[src/rtl/mem_arb_pkg.sv]
// Shared constants and types for the two-port data-memory arbiter.
package mem_arb_pkg;

    localparam int unsigned AW_DEF       = 16;
    localparam int unsigned DW_DEF       = 16;
    localparam int unsigned MAX_LOCK_DEF = 4;
    localparam int unsigned CNT_W        = 4;

    localparam int unsigned PORT_CPU = 0;
    localparam int unsigned PORT_LDR = 1;

    typedef enum logic {
        OWNER_CPU = 1'b0,
        OWNER_LDR = 1'b1
    } owner_e;

    function automatic owner_e other_port(input owner_e o);
        return (o == OWNER_CPU) ? OWNER_LDR : OWNER_CPU;
    endfunction

endpackage

[src/rtl/rr_lock_arbiter.sv]
// Two-way round-robin arbiter with a bounded lock extension for bursts.
module rr_lock_arbiter
    import mem_arb_pkg::*;
#(
    parameter int unsigned MAX_LOCK = MAX_LOCK_DEF
) (
    input  logic       clk,
    input  logic       rst,
    input  logic [1:0] req,
    input  logic [1:0] lock,
    output logic [1:0] gnt
);

    owner_e           last_owner_q, last_owner_d;
    logic             locked_q, locked_d;
    logic [CNT_W-1:0] lock_cnt_q, lock_cnt_d;

    logic [1:0] req_v;
    logic       contested;
    logic       any_req;
    owner_e     win;

    // Grant decision and next-state for ownership, lock flag and lock counter
    always_comb begin
        req_v        = rst ? 2'b00 : req;
        contested    = &req_v;
        any_req      = |req_v;
        win          = last_owner_q;
        gnt          = 2'b00;
        last_owner_d = last_owner_q;
        locked_d     = 1'b0;
        lock_cnt_d   = lock_cnt_q;

        if (req_v == 2'b01) begin
            win = OWNER_CPU;
        end else if (req_v == 2'b10) begin
            win = OWNER_LDR;
        end else if (contested) begin
            if (locked_q && (lock_cnt_q < CNT_W'(MAX_LOCK))) begin
                win = last_owner_q;
            end else begin
                win = other_port(last_owner_q);
            end
        end

        if (any_req) begin
            gnt          = (win == OWNER_LDR) ? 2'b10 : 2'b01;
            last_owner_d = win;
            locked_d     = (win == OWNER_LDR) ? lock[1] : lock[0];
            // Only contested re-grants count toward the lock bound
            if (contested && (win == last_owner_q)) begin
                lock_cnt_d = lock_cnt_q + CNT_W'(1);
            end else begin
                lock_cnt_d = '0;
            end
        end
    end

    always_ff @(posedge clk) begin
        if (rst) begin
            last_owner_q <= OWNER_LDR;
            locked_q     <= 1'b0;
            lock_cnt_q   <= '0;
        end else begin
            last_owner_q <= last_owner_d;
            locked_q     <= locked_d;
            lock_cnt_q   <= lock_cnt_d;
        end
    end

endmodule

[src/rtl/data_mem_arbiter.sv]
// Shares one single-port data memory between the CPU MEM stage (port 0)
// and the loader/debug port (port 1); registers read data back per port.
module data_mem_arbiter
    import mem_arb_pkg::*;
#(
    parameter int unsigned AW       = AW_DEF,
    parameter int unsigned DW       = DW_DEF,
    parameter int unsigned MAX_LOCK = MAX_LOCK_DEF
) (
    input  logic          clk,
    input  logic          rst,

    input  logic          p0_req,
    input  logic          p0_we,
    input  logic          p0_lock,
    input  logic [AW-1:0] p0_addr,
    input  logic [DW-1:0] p0_wdata,
    output logic          p0_gnt,
    output logic          p0_rvalid,
    output logic [DW-1:0] p0_rdata,

    input  logic          p1_req,
    input  logic          p1_we,
    input  logic          p1_lock,
    input  logic [AW-1:0] p1_addr,
    input  logic [DW-1:0] p1_wdata,
    output logic          p1_gnt,
    output logic          p1_rvalid,
    output logic [DW-1:0] p1_rdata,

    output logic          mem_read,
    output logic          mem_write,
    output logic [AW-1:0] mem_addr,
    output logic [DW-1:0] mem_wdata,
    input  logic [DW-1:0] mem_rdata
);

    logic [1:0] gnt;

    logic          p0_rvalid_q, p0_rvalid_d;
    logic [DW-1:0] p0_rdata_q, p0_rdata_d;
    logic          p1_rvalid_q, p1_rvalid_d;
    logic [DW-1:0] p1_rdata_q, p1_rdata_d;

    rr_lock_arbiter #(
        .MAX_LOCK (MAX_LOCK)
    ) u_arb (
        .clk  (clk),
        .rst  (rst),
        .req  ({p1_req, p0_req}),
        .lock ({p1_lock, p0_lock}),
        .gnt  (gnt)
    );

    assign p0_gnt = gnt[1'(PORT_CPU)];
    assign p1_gnt = gnt[1'(PORT_LDR)];

    // Memory-side mux: idle bus is driven to all zeros
    always_comb begin
        mem_read  = 1'b0;
        mem_write = 1'b0;
        mem_addr  = '0;
        mem_wdata = '0;
        if (p0_gnt) begin
            mem_read  = ~p0_we;
            mem_write = p0_we;
            mem_addr  = p0_addr;
            mem_wdata = p0_wdata;
        end else if (p1_gnt) begin
            mem_read  = ~p1_we;
            mem_write = p1_we;
            mem_addr  = p1_addr;
            mem_wdata = p1_wdata;
        end
    end

    // Read return: capture memory data at the grant edge, hold it otherwise
    always_comb begin
        p0_rvalid_d = p0_gnt & ~p0_we;
        p1_rvalid_d = p1_gnt & ~p1_we;
        p0_rdata_d  = p0_rvalid_d ? mem_rdata : p0_rdata_q;
        p1_rdata_d  = p1_rvalid_d ? mem_rdata : p1_rdata_q;
    end

    always_ff @(posedge clk) begin
        if (rst) begin
            p0_rvalid_q <= 1'b0;
            p0_rdata_q  <= '0;
            p1_rvalid_q <= 1'b0;
            p1_rdata_q  <= '0;
        end else begin
            p0_rvalid_q <= p0_rvalid_d;
            p0_rdata_q  <= p0_rdata_d;
            p1_rvalid_q <= p1_rvalid_d;
            p1_rdata_q  <= p1_rdata_d;
        end
    end

    assign p0_rvalid = p0_rvalid_q;
    assign p0_rdata  = p0_rdata_q;
    assign p1_rvalid = p1_rvalid_q;
    assign p1_rdata  = p1_rdata_q;

endmodule

[config.mk]
export PLATFORM = sky130hd
export DESIGN_NAME = data_mem_arbiter
export DESIGN_NICKNAME = d
export VERILOG_FILES = /design/src/rtl/mem_arb_pkg.sv /design/src/rtl/rr_lock_arbiter.sv /design/src/rtl/data_mem_arbiter.sv
export SDC_FILE = /design/constraint.sdc
export NUM_CORES = 1
export LEC_CHECK = 0
export CORE_UTILIZATION = 36
export DETAILED_ROUTE_END_ITERATION = 10
export GPL_TIMING_DRIVEN = 0
export PLACE_DENSITY = 0.94
export SETUP_SLACK_MARGIN = 0.5
export SLEW_MARGIN = 20
export SYNTH_ARGS = -nofsm -noshare
export SYNTH_HDL_FRONTEND = slang
export SYNTH_HIERARCHICAL = 1
export SYNTH_SLANG_ARGS = --single-unit
[constraint.sdc]
create_clock -name clk -period 4.75 [get_ports clk]
set_clock_uncertainty 0.05 [all_clocks]
set_input_delay 0.95 -clock clk [delete_from_list [all_inputs] [get_ports clk]]
set_output_delay 0.95 -clock clk [all_outputs]
set_load 0.05 [all_outputs]
After elaboration in Yosys (flattened, before gate mapping)
Cells that the tools add are included.
Cells by class
  $add $sub $neg: 1
  $lt $le $gt $ge: 1
  eq/ne operators: 3
  muxes and demuxes: 18
  bitwise gates (word level): 5
  reduce and logical (&&, ||, !) cells: 5
Operators by type and width (number)
  $mux W16: 4
  $mux W1: 10
  $mux W2: 3
  $add A4 B1 Y4 const B: 1
  $lt A4 B3 Y1 const B: 1
  $mux W4: 1
  $reduce_or A2 Y1: 2
  $not A1 Y1: 3
  $and A1 B1 Y1: 2
  $eq A2 B1 Y1 const B: 1
  $eq A2 B2 Y1 const B: 1
  $logic_and A1 B1 Y1: 2
  $reduce_and A2 Y1: 1
  $eq A1 B1 Y1: 1
Storage, ports and cells
  register bits after elaboration: 40
  input port bits: 88
  output and inout port bits: 70

Longest topological paths before layout
  word-level depth: 10
  depth in mapped cells: 8

Cells and area by module
The synthesis kept the hierarchy.
Modules (own cells, without submodules)
  data_mem_arbiter: times used 1, cells each 176, area each 1739.2 µm², sequential area each 680.7 µm²
  rr_lock_arbiter: times used 1, cells each 29, area each 270.3 µm², sequential area each 120.1 µm²

Worst setup path after synthesis
No wires, ideal clock.
  path type: input -> output
  start point: in p0_req
  end point: out mem_read
  arrival: 3277 ps
  data required time: 3750 ps
  path slack: 473 ps
  cell stages on the path: 6
  buffers on the path: 1
  cells stage by stage: inv_1 -> o21ai_0 -> nor2_1 -> nand2b_1 -> buf_2 -> o21ai_0
On the way
  cells in the longest elaborated chain, start to end: 9
  elaborated cells between the ends (all ways): 12
  classes of those cells: eq/ne (2); mux (8); reduce/logical (2)
Ends and longest elaborated chain
  start, declared: RTL line data_mem_arbiter.sv:13  | input logic p0_req,
  $mux W2 (*): RTL line rr_lock_arbiter.sv:25  | req_v = rst ? 2'b00 : req;
  $reduce_and A2 Y1: RTL line rr_lock_arbiter.sv:26  | contested = &req_v;
  $mux W1: RTL line rr_lock_arbiter.sv:38  | end else if (contested) begin
  $mux W1: RTL line rr_lock_arbiter.sv:36  | end else if (req_v == 2'b10) begin
  $mux W1: RTL line rr_lock_arbiter.sv:34  | if (req_v == 2'b01) begin
  $mux W2: RTL line rr_lock_arbiter.sv:47  | gnt = (win == OWNER_LDR) ? 2'b10 : 2'b01;
  $mux W2 (*): RTL line rr_lock_arbiter.sv:46  | if (any_req) begin
  named net p1_gnt: RTL line data_mem_arbiter.sv:27  | output logic p1_gnt,
  $mux W1 (*): RTL line data_mem_arbiter.sv:69  | end else if (p1_gnt) begin
  $mux W1 (*): RTL line data_mem_arbiter.sv:64  | if (p0_gnt) begin
  end, declared: RTL line data_mem_arbiter.sv:31  | output logic mem_read,
The timed path passes the listed nets; every way through them passes the cells marked *.

Final worst setup path
  start point: in p0_req
  end point: out mem_addr[3]
On the way
  cells in the longest elaborated chain, start to end: 9
  elaborated cells between the ends (all ways): 12
  classes of those cells: eq/ne (2); mux (8); reduce/logical (2)
Ends and longest elaborated chain
  $mux W2 (*): RTL line rr_lock_arbiter.sv:25
  $reduce_and A2 Y1: RTL line rr_lock_arbiter.sv:26
  $mux W1: RTL line rr_lock_arbiter.sv:38
  $mux W1: RTL line rr_lock_arbiter.sv:36
  $mux W1: RTL line rr_lock_arbiter.sv:34
  $mux W2: RTL line rr_lock_arbiter.sv:47
  $mux W2 (*): RTL line rr_lock_arbiter.sv:46
  $mux W16: RTL line data_mem_arbiter.sv:69
  $mux W16 (*): RTL line data_mem_arbiter.sv:64
  end, declared: RTL line data_mem_arbiter.sv:33  | output logic [AW-1:0] mem_addr,
Every way passes the cells marked *; elsewhere a longest branch is shown, timed or not.

==> results by stage <==
Outcome:
- The run finished with clean final reports.

Drt:
- After detailed routing, the average wire length per cell comes to 15.7 µm.
- The count of antenna-violating nets left after detailed routing is 0.
- The first TritonRoute pass finished after 4 iterations.
- For this block, the via count after detailed routing is 2113.
- For this block, the routed nets add up to 6920 µm of wire.
- The number of DRC markers after the initial detailed-route iteration is 54.
- The number of design rule violations left after detail routing is 0.
- Dividing the detail-routed via count by the number of cells gives 4.80.

Timing:
- Setup violations remaining at the end of the flow were counted as 0.
- The number of failing hold endpoints at the final stage is 0.
- Dividing the final minimum period by the clock period gives 86.6%.
- The number of max-slew violations in the final report came to 0.
- The final-layout setup total negative slack is 0 ns.
- Static timing analysis puts the maximum clock frequency at 243 MHz.
- Headroom to the max-slew limit came out at 63.2%.
- At the pin with the least slew margin, the transition time is 0.551 ns.
- Setup repair after global routing could not meet its margin everywhere.
- The minimum period implied by the final worst setup slack is 4.12 ns.
- The final worst setup slack is 0.634 ns.

Power:
- The highest ir drop seen on vdd is 0.181 mV.
- For this design the ratio of total power to cell area is 258 mW/mm².
- Summed over all cells, the static leakage comes to 1.60 nW.

Clock network:
- Counting the buffers created by CTS gives 5.
- The source-to-sink clock delay at the later pin of the worst-skew pair is 0.29 ns.
- The buffer type at the clock tree root is clkbuf_8.
- The clock passes through at most 2 buffers.
- After clock tree synthesis, the clock-pin slew on the worst setup and hold paths is 0.08 ns.
- TritonCTS built the clock tree.
- The clock net in this run drives a total of 40 sinks.
- The setup fix buffers added after clock tree synthesis is 0.
- The number of levels in the clock H-tree is 2.

Setup path:
- Of all nets on the critical path, the largest fanout is 10.
- For the worst setup path, the data required time is 3.75 ns.
- STA classifies the critical path endpoint as an output pin.
- The startpoint-to-endpoint class of the critical path is input port to output pin.
- The arrival time at the worst endpoint is 3.12 ns.
- The worst setup path is launched from an input port.
- The source of the worst register-to-register timing path is u_arb/lock_cnt_q[2].
- The most critical setup path has its startpoint at p0_req.

Finish:
- Leaving out fill and tap cells, the most frequent cell in the layout is clkdlybuf4s50_1.
- In the final design database the tool counted 458 nets.
- The sequential cell area in the final layout is 801 µm².
- Counting the fill cells in the layout gives 414.
- The final design utilization is 71.7%.
- Summing all multi-input logic gate instances after layout gives 0.00111 mm².
- Cells with a size suffix above 1 make up 7.57% of the layout.
- The area growth from synthesis to layout is 87.0%.
- The total non-filler cell area in the finished layout is 0.00376 mm².
- The final standard cell count with taps included and fillers excluded is 440.
- The top cell types in the final layout, fill and taps aside, are 122 x clkdlybuf4s50_1, 50 x nand2b_1, 40 x dfxtp_1.
- 0 antenna diodes ended up in the layout.

Min path:
- The start point of the worst hold path is p0_rdata[3].
- The path class of the tightest hold or removal check is register to register.

Yosys:
- In this run, synthesis produced a sequential element count of 40.
- The area of the mapped netlist is 0.00201 mm².
- The Yosys step of the flow raised 6 warnings.
- Sequential cells were found to cover 39.9% of the synthesized design area.
- The post-synthesis instance total is 205.
- Averaged over all synthesized cells, the footprint is 9.80 µm².
- The synthesized netlist contains 23 unique library cells.
- The total nets after synthesis is 294.

Die:
- The height of the die is 76.7 µm.
- The core box area is 0.00524 mm².
- The initial utilization of the core area, before any placement, comes to 38.4%.
- Row generation in the floorplan step produced 26 rows.
- The number of primary I/O pins is 158.
- Measured along the x axis, the die boundary spans 76.7 µm.
- The die footprint is 0.00588 mm².

Placement:
- After legalization and detailed placement, the total HPWL measured 5440 µm.
- The post-place setup slack is 0.268 ns.
- The count of port buffers added during placement is 157.
- The congestion estimate from routability-driven global placement came to 0.831.
- The number of placed instances, taps included is 432.
- The placed instances occupy a cell area of 0.00367 mm².

Global route:
- The global route total overflow is 0.
- The initial antenna violation count is 0.
- The number of global-route vias before repair is 2104.
- The global-route wire length before repair is 11000 µm.
- The largest net degree at the start of global routing is 14.
- The total track usage is 23.8%.

Flow run:
- The max-cap violation count is 0.
[state kept, by name, indices dropped and copies added (netlist names)]
signal              cells
p1_rvalid               1
p0_rdata               16
p1_rdata               16
p0_rvalid               1
u_arb/locked_q          1
u_arb/last_owner_q      1
u_arb/lock_cnt_q        4
[per-stage QoR]
stage / hold WS, ns / power (mW)
3_5_place_dp: 0.415 / 0.696
6_report: 0.428 / 0.969
4_1_cts: 0.430 / 0.973
3_3_place_gp: 0.411 / 0.690
2_1_floorplan: 0.420 / 0.543
5_1_grt: 0.451 / 1.00
[repair_timing]
item	in CTS	in global routing
endpoints found under the setup margin	33	33
hold buffers	0	0
cloned	0	0
gates resized for setup	33	31
[synth_stat cells]
master	number	area, µm²
nand2_1	5	18.8
dfxtp_1	40	801
o21ai_0	4	20.0
xnor2_1	1	8.76
nor3b_2	1	12.5
buf_6	2	22.5
a22oi_1	2	15.0
mux2i_1	33	330
buf_2	9	45.0
nand2b_1	50	313
nor4b_1	1	8.76
and2b_1	4	30.0
a21oi_1	2	10.0
and3_2	1	7.51
nor2_1	8	30.0
ha_1	1	12.5
clkbuf_1	5	18.8
o21bai_1	1	7.51
buf_4	1	7.51
a22o_1	31	272
inv_1	1	3.75
a21o_1	1	7.51
o211ai_1	1	7.51
[area by class of cell]
| cell class | count | area share [%] |
|---|---|---|
| repair buffers | 157 | 40.9 |
| multi-input cells | 147 | 29.6 |
| flip-flops and latches | 40 | 21.3 |
| plain buffers | 17 | 2.50 |
| well taps | 70 | 2.33 |
| clock buffers | 6 | 2.20 |
| clock inverters | 2 | 1.03 |
| inverters | 1 | 0.0999 |
[metal layers]
metal | vias to the layer above | wire length [µm] | track usage [%]
met3 | 8 | 360 | 5.60
met5 | - | 0 | 0
met2 | 76 | 3490 | 42.1
li1 | 1048 | - | -
met1 | 981 | 3010 | 28.7
met4 | 0 | 57 | 5.77
[power breakdown]
group	switching (mW)	internal, mW
Clock	0.123	0.172
Combinational	0.183	0.140
Sequential	0.00559	0.346
[worst paths after layout]
| check | endpoint | slack (ns) | depth (start not counted) |
|---|---|---|---|
| worst min-delay path | p0_rdata[3] | 0.43 | 2 |
| worst min register to register | p0_rdata[3] | 0.43 | 2 |
| worst max-delay path | mem_addr[3] | 0.63 | 8 |
| worst max register to register | p0_rdata[15] | 2.84 | 8 |
[logic make-up (layout without fill, tap and decap cells)]
kind of cell               count (synthesis)  after routing  synth area share (%)
muxes                                     33             33                  16.4
buffers and inverters                     18            183                  4.86
adders and majority gates                  1              1                 0.623
AOI/OAI and AO/OA                         42             42                  16.9
and+or+nand+nor                           70             70                  20.9
DFF                                       40             40                  39.9
xor gates and xnor gates                   1              1                 0.436
[worst max-delay path, stage by stage]
cell             delay (ns)
clkdlybuf4s50_1        0.55
inv_1                  0.08
a21oi_1                0.16
and2b_1                0.20
buf_2                  0.23
buf_2                  0.25
a22o_1                 0.16
dlygate4sd2_1          0.54
Note: power is estimated with default switching activity, not from simulation.
